<file path="src/rtl/uart_packet_rx.sv">
// Framed packet receiver: SYNC/LEN/payload/CHK parse, buffer, verify, then stream payload out.
// Latency: out_valid rises the cycle after the CHK byte; drains one byte per cycle with out_ready high.
// Backpressure: out_ready low holds out_data/out_last; bytes arriving while draining are dropped and counted.
module uart_packet_rx #(
    parameter int          MAX_LEN        = 32,
    parameter logic [7:0]  SYNC_BYTE      = 8'hA5,
    parameter int          TIMEOUT_CYCLES = 100_000,
    parameter int          CNT_WIDTH      = 16
) (
    input  logic                 clk,
    input  logic                 rst,
    input  logic                 axiiv,
    input  logic [7:0]           axiid,
    output logic                 out_valid,
    output logic [7:0]           out_data,
    output logic                 out_last,
    input  logic                 out_ready,
    output logic                 busy,
    output logic [CNT_WIDTH-1:0] pkt_count,
    output logic [CNT_WIDTH-1:0] err_count,
    output logic [CNT_WIDTH-1:0] drop_count
);

    localparam int IW = (MAX_LEN > 1) ? $clog2(MAX_LEN) : 1;
    localparam int TW = $clog2(TIMEOUT_CYCLES + 1);

    typedef enum logic [2:0] {S_IDLE, S_LEN, S_PAYLOAD, S_CHECK, S_DRAIN} state_t;

    state_t         state;
    state_t         state_nxt;
    logic [7:0]     buffer [MAX_LEN];
    logic [IW-1:0]  len_m1;      // packet length minus one, so indices compare directly
    logic [IW-1:0]  wr_idx;
    logic [IW-1:0]  rd_idx;
    logic [7:0]     sum;
    logic [TW-1:0]  tmo_cnt;
    logic           tmo_hit;
    logic           len_ok;
    logic           inc_pkt;
    logic           inc_err;
    logic           inc_drop;

    assign tmo_hit = (tmo_cnt == TW'(TIMEOUT_CYCLES - 1));
    assign len_ok  = (axiid != 8'd0) && (axiid <= 8'(MAX_LEN));
    assign busy    = (state != S_IDLE);

    // State register
    always_ff @(posedge clk) begin
        if (rst) begin
            state <= S_IDLE;
        end else begin
            state <= state_nxt;
        end
    end

    // Next-state decode and counter increment strobes; an arriving byte always beats the timeout
    always_comb begin
        state_nxt = state;
        inc_pkt   = 1'b0;
        inc_err   = 1'b0;
        inc_drop  = 1'b0;
        case (state)
            S_IDLE: begin
                if (axiiv && axiid == SYNC_BYTE) state_nxt = S_LEN;
            end
            S_LEN: begin
                if (axiiv) begin
                    if (len_ok) begin
                        state_nxt = S_PAYLOAD;
                    end else begin
                        state_nxt = S_IDLE;
                        inc_err   = 1'b1;
                    end
                end else if (tmo_hit) begin
                    state_nxt = S_IDLE;
                    inc_err   = 1'b1;
                end
            end
            S_PAYLOAD: begin
                if (axiiv) begin
                    if (wr_idx == len_m1) state_nxt = S_CHECK;
                end else if (tmo_hit) begin
                    state_nxt = S_IDLE;
                    inc_err   = 1'b1;
                end
            end
            S_CHECK: begin
                if (axiiv) begin
                    if (axiid == sum) begin
                        state_nxt = S_DRAIN;
                        inc_pkt   = 1'b1;
                    end else begin
                        state_nxt = S_IDLE;
                        inc_err   = 1'b1;
                    end
                end else if (tmo_hit) begin
                    state_nxt = S_IDLE;
                    inc_err   = 1'b1;
                end
            end
            S_DRAIN: begin
                inc_drop = axiiv;
                if (out_ready && rd_idx == len_m1) state_nxt = S_IDLE;
            end
            default: state_nxt = S_IDLE;
        endcase
    end

    // Payload buffer; contents are don't-care after reset so no reset term
    always_ff @(posedge clk) begin
        if (state == S_PAYLOAD && axiiv) buffer[wr_idx] <= axiid;
    end

    // Parse datapath, idle timer and registered output stage
    always_ff @(posedge clk) begin
        if (rst) begin
            len_m1    <= '0;
            wr_idx    <= '0;
            rd_idx    <= '0;
            sum       <= '0;
            tmo_cnt   <= '0;
            out_valid <= 1'b0;
            out_data  <= '0;
            out_last  <= 1'b0;
        end else begin
            if (axiiv || state_nxt == S_IDLE || state_nxt == S_DRAIN) tmo_cnt <= '0;
            else                                                      tmo_cnt <= tmo_cnt + 1'b1;

            if (state == S_LEN && axiiv && len_ok) begin
                len_m1 <= IW'(axiid - 8'd1);
                sum    <= axiid;
                wr_idx <= '0;
            end else if (state == S_PAYLOAD && axiiv) begin
                sum    <= sum + axiid;
                wr_idx <= wr_idx + 1'b1;
            end

            if (state == S_CHECK && state_nxt == S_DRAIN) begin
                out_valid <= 1'b1;
                out_data  <= buffer[0];
                out_last  <= (len_m1 == '0);
                rd_idx    <= '0;
            end else if (state == S_DRAIN && out_ready) begin
                if (rd_idx == len_m1) begin
                    out_valid <= 1'b0;
                    out_last  <= 1'b0;
                end else begin
                    rd_idx   <= rd_idx + 1'b1;
                    out_data <= buffer[rd_idx + 1'b1];
                    out_last <= ((rd_idx + 1'b1) == len_m1);
                end
            end
        end
    end

    // Saturating statistics counters
    always_ff @(posedge clk) begin
        if (rst) begin
            pkt_count  <= '0;
            err_count  <= '0;
            drop_count <= '0;
        end else begin
            if (inc_pkt  && pkt_count  != '1) pkt_count  <= pkt_count  + 1'b1;
            if (inc_err  && err_count  != '1) err_count  <= err_count  + 1'b1;
            if (inc_drop && drop_count != '1) drop_count <= drop_count + 1'b1;
        end
    end

endmodule

</file>
<file path="config.mk">
export PLATFORM = sky130hd
export DESIGN_NAME = uart_packet_rx
export DESIGN_NICKNAME = d
export VERILOG_FILES = /design/src/rtl/uart_packet_rx.sv
export SDC_FILE = /design/constraint.sdc
export NUM_CORES = 1
export LEC_CHECK = 0
export BUFFER_PORTS_ARGS = -buffer_cell sky130_fd_sc_hd__buf_2
export CORE_MARGIN = 2
export CORE_UTILIZATION = 59
export CTS_BUF_LIST = sky130_fd_sc_hd__clkbuf_16
export CTS_CLUSTER_DIAMETER = 200
export DETAILED_ROUTE_END_ITERATION = 7
export PLACE_DENSITY_LB_ADDON = 0.3
export SLEW_MARGIN = 30
export SYNTH_ARGS = -nofsm -noshare
export SYNTH_HDL_FRONTEND = slang
export SYNTH_SLANG_ARGS = --single-unit
</file>
<file path="constraint.sdc">
create_clock -name clk -period 3.9 [get_ports clk]
set_clock_uncertainty 0.1 [all_clocks]
set_input_delay 0 -clock clk [delete_from_list [all_inputs] [get_ports clk]]
set_output_delay 0 -clock clk [all_outputs]
set_load 0.01 [all_outputs]
</file>
==> impl_metrics.py, run 1 <==
metrics = {
    "synth": {
        "ys_warn_count": 0,
        "synth.ff_latch_count": 357,
        "syn_area_per_cell_um2": 13.7,
        "synth_edf_count": 256,
        "synth_top_area_cell": "edfxtp_1",
        "async_reset_ff_share_pct": 0,
        "synth_cell_types": 67,
        "synthDominantCellAreaShare_pct": 50.0,
        "ys_seq_area_share_pct": 63.2,
        "yosysMostFrequentCell": "edfxtp_1",
        "netlist_top_cells_count": "edfxtp_1 (256), nor2_1 (103), dfxtp_1 (101), nand2_1 (99), mux4_2 (64)",
        "syn-num-nets": 1157,
        "synth_ff_type": "edfxtp_1",
        "netlist_top_cells_area": "edfxtp_1 (50%), dfxtp_1 (13%), mux4_2 (9.4%)",
        "synth_cells": 1125,
        "synth_area_um2": 15400,
    },
    "die": {
        "fp-row-count": 59,
        "io_pins": 71,
        "start_util_pct": 59.5,
        "dieHeight_um": 165,
        "die-area_um2": 27400,
        "die_x_um": 165,
        "coreArea_um2": 25800,
    },
    "global_route": {
        "grt_usage_pct": 24.9,
        "grt.overflow.total": 0,
        "antenna_found_initial": 1,
        "grt_pass1_wl_um": 51700,
        "grt_pass1_vias": 9322,
        "grt_start_max_net_pins": 70,
    },
    "setup_path": {
        "cp.required_ns": 4.17,
        "cp_max_fo": 25,
        "worstPathArrival_ns": 3.09,
        "path_class": "in2reg",
        "worstSetupEndpointType": "flop",
        "startpoint_type": "input pin",
        "reg2reg_slack_ns": 1.21,
    },
    "min_path": {
        "hp-class": "in2reg",
    },
    "detailed_routing": {
        "dr_total_vias": 9614,
        "ant_nets": 0,
        "drt_wl_total_um": 33600,
        "avgViaCountPerCell": 6.14,
        "wl_per_cell_um": 21.5,
        "drc_errors": 0,
        "first_pass_iters": 6,
        "drt_iter0_drc": 1206,
    },
    "sta": {
        "drv_slew": 0,
        "period_share_pct": 72.4,
        "fmax_ghz": 0.354,
        "relSlewSlack_pct": 37.0,
        "worst_slew_pin_slew_ns": 0.945,
        "finalHoldViolCount": 0,
        "timing.setup.tns_ns": 0,
        "finalSetupViolations": 0,
        "finalCriticalPeriod_ns": 2.82,
        "rsz0062_at_grt": "false",
    },
    "placed_design": {
        "portBuffers": 70,
        "place_congestion": 0.860,
        "dpl.hpwl_um": 20900,
    },
    "pwr": {
        "seqPwrFrac_pct": 54.2,
        "pwr-share-comb_pct": 1.6,
        "ir_drop_mv": 0.321,
        "p_int_mw": 6.00,
        "leakagePower_nw": 5.75,
        "p_switching_mw": 1.48,
        "p_sw_share_pct": 19.8,
        "clkPwrFrac_pct": 44.2,
        "powerDensity_nw_per_um2": 433,
    },
    "clock_tree": {
        "cts_resized": 0,
        "cts.path.max_buffers": 3,
        "clkSinkCount": 357,
        "h-tree-depth": 2,
        "cts_made_buffers": 36,
        "clk-insertion-delay-late_ns": 0.52,
        "clkTransAtPathRegs_ns": 0.06,
        "clockRootBuffer": "clkbuf_16",
        "cts_tree": "yes",
    },
    "cells_and_area": {
        "final_net_count": 1237,
        "num_antenna_cells": 0,
        "drive_above_1_share_pct": 18.9,
        "syn_to_final_growth_pct": 12.6,
        "post-route-util_pct": 67.0,
    },
    "status": {
        "status": "complete, no violations",
    },
    "run": {
        "drv_cap": 0,
    },
}
## what timing repair did
item                                   in CTS  in global routing
buffers inserted                            0                  0
endpoints found under the hold margin     102                 21
setup endpoints to repair                   0                  0
hold buffers                                9                  1
## per-stage QoR
| stage | instance area, um2 | setup WS (ns) | hold WS, ns | cells | power [mW] |
|---|---|---|---|---|---|
| after global placement | 16100 | 1.05 | 0.309 | 1492 | 4.24 |
| after global routing | 17300 | 0.865 | 0.0620 | 1565 | 7.69 |
| final | 17300 | 1.08 | 0.0561 | 1565 | 7.49 |
| after floorplan | 15400 | 1.62 | -0.00431 | 1125 | 4.18 |
| after CTS | 17300 | 0.979 | 0.0375 | 1564 | 7.53 |
| after detailed placement | 16100 | 0.954 | 0.313 | 1492 | 4.25 |
## cell type report
class / count / area [um2]
Sequential cell: 357 / 9710
Timing Repair Buffer: 97 / 618
Fill cell: 1800 / 8530
Inverter: 24 / 90.1
Tap cell: 335 / 419
Multi-Input combinational cell: 689 / 5340
Clock inverter: 26 / 195
Clock buffer: 37 / 926
## worst paths after layout
path              start             to  depth (start not counted)
min            axiid[7]  buffer[25][7]                          1
min reg2reg  tmo_cnt[0]     tmo_cnt[0]                          1
max reg2reg      sum[1]  pkt_count[11]                          8
max            axiid[1]     tmo_cnt[4]                         10
## layout by cell type, fill, tap and decap left out, types with 5 or more instances in the layout
cell type	netlist	layout
and3_1	9	9
dlygate4sd3_1	0	10
edfxtp_1	256	256
nor2_2	10	10
ha_1	19	18
buf_2	12	69
a21oi_1	39	39
xnor2_1	36	35
clkinv_2	0	7
nor4_1	7	7
clkbuf_16	0	37
nand2_1	99	99
o21ai_0	17	17
clkinv_1	0	8
nor3_1	29	29
a32oi_1	8	8
and4_1	13	13
or3_1	16	16
mux2i_1	14	14
mux4_2	64	64
xor2_1	29	28
a41o_1	9	9
nand3_1	57	57
a211oi_1	7	7
nand4_1	17	17
nor2_1	103	103
dfxtp_1	101	100
inv_1	24	30
or4_1	5	5
mux2_2	7	7
o31ai_1	8	8
buf_4	2	15
nor2b_1	11	11
## metal layers
metal  GRT usage [%]  vias up  routed length, um
li1                -     4439                  -
met1            33.7     4735              13700
met2            40.8      369              16500
met3            5.49       69               2490
met4            7.64        2                895
met5               0        -                 11
## power groups by stage
stage / combinational [mW] / sequential, mW / clock (mW)
6_report: 0.121 / 4.06 / 3.31
5_1_grt: 0.131 / 4.05 / 3.50
4_1_cts: 0.119 / 4.06 / 3.35
3_5_place_dp: 0.111 / 4.14 / 0
3_3_place_gp: 0.107 / 4.14 / 0
2_1_floorplan: 0.0362 / 4.14 / 0
## cells by family (layout without fill, tap and decap cells)
group,Yosys count,in the layout,synth area share (%)
buf+inv,79,184,2.23
simple gates,402,402,13.1
mux,85,85,10.8
compound gates,117,117,5.31
xor+xnor,65,65,3.70
flops,357,357,63.2
fa+ha+maj,20,20,1.68
## critical path, cell delays in order
cell and delay (ns):
dlygate4sd3_1 0.52, buf_2 0.31, inv_1 0.18, ha_1 0.21, nor4b_4 0.13, xnor2_1 0.15
and3b_1 0.50, o311a_4 0.50, o21ai_4 0.48, nor2_1 0.10
## flip-flops by register name, indices dropped and copies added (netlist names)
name / count
buffer: 256
drop_count: 16
err_count: 16
len_m1: 5
out_data: 8
out_last: 1
out_valid: 1
pkt_count: 16
rd_idx: 5
state: 3
sum: 8
tmo_cnt: 17
wr_idx: 5
Power figures use the tool's default switching activity.
==> inputs of run 2 (changes only) <==
--- a/config.mk
+++ b/config.mk
@@ -7,7 +7,7 @@
 export LEC_CHECK = 0
 export BUFFER_PORTS_ARGS = -buffer_cell sky130_fd_sc_hd__buf_2
 export CORE_MARGIN = 2
-export CORE_UTILIZATION = 59
+export CORE_UTILIZATION = 55
 export CTS_BUF_LIST = sky130_fd_sc_hd__clkbuf_16
 export CTS_CLUSTER_DIAMETER = 200
 export DETAILED_ROUTE_END_ITERATION = 7
==> constraint.sdc (replaced) <==
create_clock -name clk -period 2.3 [get_ports clk]
set_clock_uncertainty 0.1 [all_clocks]
set_input_delay 0 -clock clk [delete_from_list [all_inputs] [get_ports clk]]
set_output_delay 0 -clock clk [all_outputs]
set_load 0.01 [all_outputs]
==> run 2 against run 1 <==
Net effect:
- global-route usage fell by 0.35 points
- count of clock-buffer cells in the layout rose by 1
- hold slack improved by 0.0013 ns
- power rose by 70%
- register-to-register slack got worse by 1.1 ns
- first-iteration DRC count fell by 12%
- die area rose by 7.1%
- critical path depth fell by 2
- sequential cell count did not move
- critical path type is now reg2reg
==> impl_metrics.py, run 2 (synthesis gave the netlist of run 1 again) <==
metrics = {
    "setup_path": {
        "crit_chain": "ha_1, nor3_2, buf_4, nand4_1, buf_6, a211o_4, or3_1, a21oi_1",
        "worstSetupEndpointType": "flop",
        "reg2reg_slack_ns": 0.06,
        "cp_slowest_cell": "a211o_4",
        "path_class": "reg2reg",
        "cp_max_fo": 7,
        "crit_family": "simple AND/OR/NAND/NOR gates",
        "worstPathArrival_ns": 2.59,
        "max_stage_delay_ns": 0.34,
        "crit_buf_inv": 2,
        "cp.required_ns": 2.65,
        "startpoint_type": "flop",
    },
    "run": {
        "drv_cap": 0,
    },
    "sta": {
        "worst_slack_ns": 0.0613,
        "finalHoldViolCount": 0,
        "finalSetupViolations": 0,
        "relSlewSlack_pct": 59.4,
        "whs_ns": 0.0574,
        "timing.setup.tns_ns": 0,
        "period_share_pct": 97.3,
        "fmax_ghz": 0.447,
        "drv_slew": 0,
        "finalCriticalPeriod_ns": 2.24,
        "worst_slew_pin_slew_ns": 0.608,
        "rsz0062_at_grt": "true",
    },
    "cells_and_area": {
        "num_antenna_cells": 0,
        "final_common_cell": "edfxtp_1",
        "final_cell_mix": "edfxtp_1 (256), buf_4 (114), nor2_1 (103)",
        "largest_register_ffs": 256,
        "final_net_count": 1343,
        "instances_no_fill": 1713,
        "nFillCells": 1939,
        "drive_above_1_share_pct": 28.5,
        "post-route-util_pct": 66.8,
        "finalInstanceArea_um2": 18500,
        "largest-register": "buffer",
        "syn_to_final_growth_pct": 20.1,
        "reg_top3": "buffer x256, tmo_cnt x17",
    },
    "pwr": {
        "powerDensity_nw_per_um2": 691,
        "power_mw": 12.8,
        "ir_drop_mv": 0.419,
        "leakagePower_nw": 6.37,
    },
    "die": {
        "die-area_um2": 29300,
        "coreArea_um2": 27600,
        "start_util_pct": 55.6,
        "dieHeight_um": 171,
        "fp-row-count": 61,
        "die_x_um": 171,
        "io_pins": 71,
    },
    "clock_tree": {
        "h-tree-depth": 2,
        "clockRootBuffer": "clkbuf_16",
        "clkTransAtPathRegs_ns": 0.06,
        "cts_tree": "yes",
        "cts_made_buffers": 37,
        "clkSinkCount": 357,
        "cts.path.max_buffers": 3,
        "clk-insertion-delay-late_ns": 0.53,
    },
    "min_path": {
        "hp-class": "in2reg",
    },
    "detailed_routing": {
        "wl_per_cell_um": 20.9,
        "drt_iter0_drc": 1058,
        "dr_total_vias": 10100,
        "drt_wl_total_um": 35900,
        "ant_nets": 0,
        "avgViaCountPerCell": 5.91,
        "drc_errors": 0,
        "first_pass_iters": 8,
    },
    "global_route": {
        "grt_start_max_net_pins": 47,
        "grt_usage_pct": 24.6,
        "grt_pass1_wl_um": 54500,
        "grt_pass1_vias": 9906,
        "grt.overflow.total": 0,
        "antenna_found_initial": 0,
    },
    "placed_design": {
        "dpl.hpwl_um": 23100,
        "dp_slack_ns": -0.0422,
        "place_area_um2": 17000,
        "dp.cells": 1638,
        "place_congestion": 0.858,
        "portBuffers": 70,
    },
    "status": {
        "status": "complete, no violations",
    },
}
==> run 2: layer usage <==
layer	track usage (%)	wire [um]
met1	33.1	14700
met2	41.7	18200
met3	3.54	2120
met4	7.30	872
met5	0	0
==> run 2: final timing paths <==
path / start / to / cells past startpoint
min: axiid[4] / buffer[31][4] / 2
max reg2reg: sum[2] / pkt_count[8] / 8
min reg2reg: sum[2] / sum[2] / 2
max: sum[2] / pkt_count[8] / 8
==> run 2: repair_timing <==
item	CTS	global route
hold buffers	9	0
endpoints found under the setup margin	12	58
buffers inserted	0	3
pin swaps	2	8
hold endpoints to repair	143	0
gates resized for setup	12	38
==> run 2: area by class of cell <==
cell class	count	area [um2]	area share, %
Tap cell	378	473	2.56
Timing Repair Buffer	202	1470	7.98
Inverter	24	90.1	0.488
Clock buffer	38	951	5.15
Multi-Input combinational cell	689	5560	30.1
Sequential cell	357	9720	52.7
Clock inverter	25	189	1.02
==> run 2: power breakdown <==
group,switching (mW),total [mW],internal [mW]
sequential,0.0000871,6.88,6.88
clock,2.42,5.65,3.23
combinational,0.166,0.230,0.0647
==> inputs of run 3 (changes only) <==
--- a/config.mk
+++ b/config.mk
@@ -6,12 +6,12 @@
 export NUM_CORES = 1
 export LEC_CHECK = 0
 export BUFFER_PORTS_ARGS = -buffer_cell sky130_fd_sc_hd__buf_2
+export CORE_ASPECT_RATIO = 1.2
 export CORE_MARGIN = 2
-export CORE_UTILIZATION = 55
+export CORE_UTILIZATION = 35
 export CTS_BUF_LIST = sky130_fd_sc_hd__clkbuf_16
 export CTS_CLUSTER_DIAMETER = 200
 export DETAILED_ROUTE_END_ITERATION = 7
-export PLACE_DENSITY_LB_ADDON = 0.3
 export SLEW_MARGIN = 30
 export SYNTH_ARGS = -nofsm -noshare
 export SYNTH_HDL_FRONTEND = slang
==> run 3 against run 2 <==
Net effect:
- final cell count increased by 11%
- largest power group unchanged
- power is 1.9% higher
- die area up 56%
- worst setup slack better by 0.0039 ns
- count of clock-buffer cells in the layout grew 4
- final area is 1.5% higher
- register-to-register slack about the same
- critical path type unchanged
- first-iteration DRC count shrank 10%
==> impl_metrics.py, run 3 (synthesis gave the netlist of run 1 again) <==
metrics = {
    "status": {
        "status": "complete, no violations",
    },
    "detailed_routing": {
        "drc_errors": 0,
        "first_pass_iters": 5,
        "drt_wl_total_um": 36700,
        "avgViaCountPerCell": 5.26,
        "dr_total_vias": 10000,
        "top_layer": "met4",
        "wl_per_cell_um": 19.3,
        "m1WireLength_um": 15800,
        "wl_met3_um": 2020,
        "wl_met2_um": 18100,
        "drt_iter0_drc": 951,
        "ant_nets": 0,
    },
    "setup_path": {
        "cp.depth": 8,
        "crit_family": "simple AND/OR/NAND/NOR gates",
        "rr_worst_depth": 8,
        "max_stage_delay_ns": 0.33,
        "worstPathArrival_ns": 2.59,
        "worstSetupEndpointType": "flop",
        "cp_max_fo": 7,
        "cp_slowest_cell": "dfxtp_2",
        "crit_chain": "ha_4, nor4_4, buf_4, nand4_1, buf_6, a211o_4, or3_1, a21oi_1",
        "reg2reg_slack_ns": 0.07,
        "startpoint_type": "flop",
        "path_class": "reg2reg",
        "crit_buf_inv": 2,
        "cp.required_ns": 2.65,
    },
    "pwr": {
        "powerDensity_nw_per_um2": 694,
        "power_mw": 13.0,
        "ir_drop_mv": 0.405,
        "leakagePower_nw": 6.37,
    },
    "clock_tree": {
        "cts_tree": "yes",
        "h-tree-depth": 2,
        "clkTransAtPathRegs_ns": 0.06,
        "cts_made_buffers": 38,
        "clkSinkCount": 357,
        "clockRootBuffer": "clkbuf_16",
        "cts.path.max_buffers": 3,
        "clk-insertion-delay-late_ns": 0.52,
    },
    "die": {
        "dieHeight_um": 234,
        "io_pins": 71,
        "start_util_pct": 35.2,
        "die_x_um": 195,
        "coreArea_um2": 43600,
        "die-area_um2": 45600,
        "fp-row-count": 84,
    },
    "cells_and_area": {
        "largest_register_ffs": 256,
        "syn_to_final_growth_pct": 22.0,
        "reg_top3": "buffer x256, tmo_cnt x17",
        "drive_above_1_share_pct": 28.5,
        "final_common_cell": "edfxtp_1",
        "final_cell_mix": "edfxtp_1 (256), buf_4 (117), nor2_1 (102)",
        "final_net_count": 1346,
        "largest-register": "buffer",
        "num_antenna_cells": 0,
    },
    "sta": {
        "whs_ns": 0.00621,
        "finalHoldViolCount": 0,
        "rsz0062_at_grt": "true",
        "drv_slew": 0,
        "fmax_ghz": 0.447,
        "period_share_pct": 97.2,
        "finalSetupViolations": 0,
        "relSlewSlack_pct": 62.6,
        "worst_slew_pin_slew_ns": 0.561,
        "finalCriticalPeriod_ns": 2.23,
    },
    "global_route": {
        "antenna_found_initial": 0,
        "grt_usage_pct": 16.3,
        "grt_pass1_vias": 9908,
        "grt_pass1_wl_um": 57300,
        "grt.overflow.total": 0,
        "grt_start_max_net_pins": 51,
    },
    "placed_design": {
        "portBuffers": 70,
        "place_congestion": 0.791,
        "dpl.hpwl_um": 24500,
    },
    "run": {
        "drv_cap": 0,
    },
    "min_path": {
        "hp-class": "in2reg",
        "whs_path_depth": 2,
    },
}
## run 3: final cells by class
class,count,area [um2]
Clock inverter,26,158
Inverter,24,90.1
Clock buffer,42,1050
Sequential cell,357,9720
Tap cell,559,699
Timing Repair Buffer,204,1500
Fill cell,3914,24900
Multi-Input combinational cell,689,5520
## run 3: where the power goes
| part | internal [mW] | switching, mW | leakage [nW] |
|---|---|---|---|
| sequential | 6.88 | 0.0000846 | 3.12 |
| clock | 3.41 | 2.48 | 0.613 |
| combinational | 0.0681 | 0.172 | 2.64 |
## run 3: path summary, 6_finish.rpt
kind                  from       endpoint
setup / recovery    sum[4]   pkt_count[6]
hold / removal    axiid[6]  buffer[10][6]
setup reg to reg    sum[4]   pkt_count[6]
hold reg to reg     sum[3]         sum[3]
## run 3: routing by layer
metal / vias up / global-route usage [%]
li1: 4652 / -
met1: 5017 / 21.7
met2: 280 / 27.6
met3: 56 / 2.54
met4: 0 / 4.53
met5: - / 0
## run 3: per-stage QoR
stage               utilization [%]  area [um2]  instances  setup slack [ns]  TNS (ns)
global placement               39.4       17200       1822            -0.152     -1.36
detailed placement             39.4       17200       1822            -0.156     -1.44
CTS                            42.7       18600       1900           0.00394         0
floorplan                         -       15400       1125            0.0192         0
global route                   43.0       18700       1901           -0.0826    -0.559
finish                         43.0       18700       1901            0.0653         0
## run 3: repair_timing
action	4_1_cts	5_1_grt
buffers inserted	1	1
gates resized for setup	18	35
setup endpoints to repair	22	45
endpoints found under the hold margin	45	0
hold buffers	9	0
pin swaps	7	5
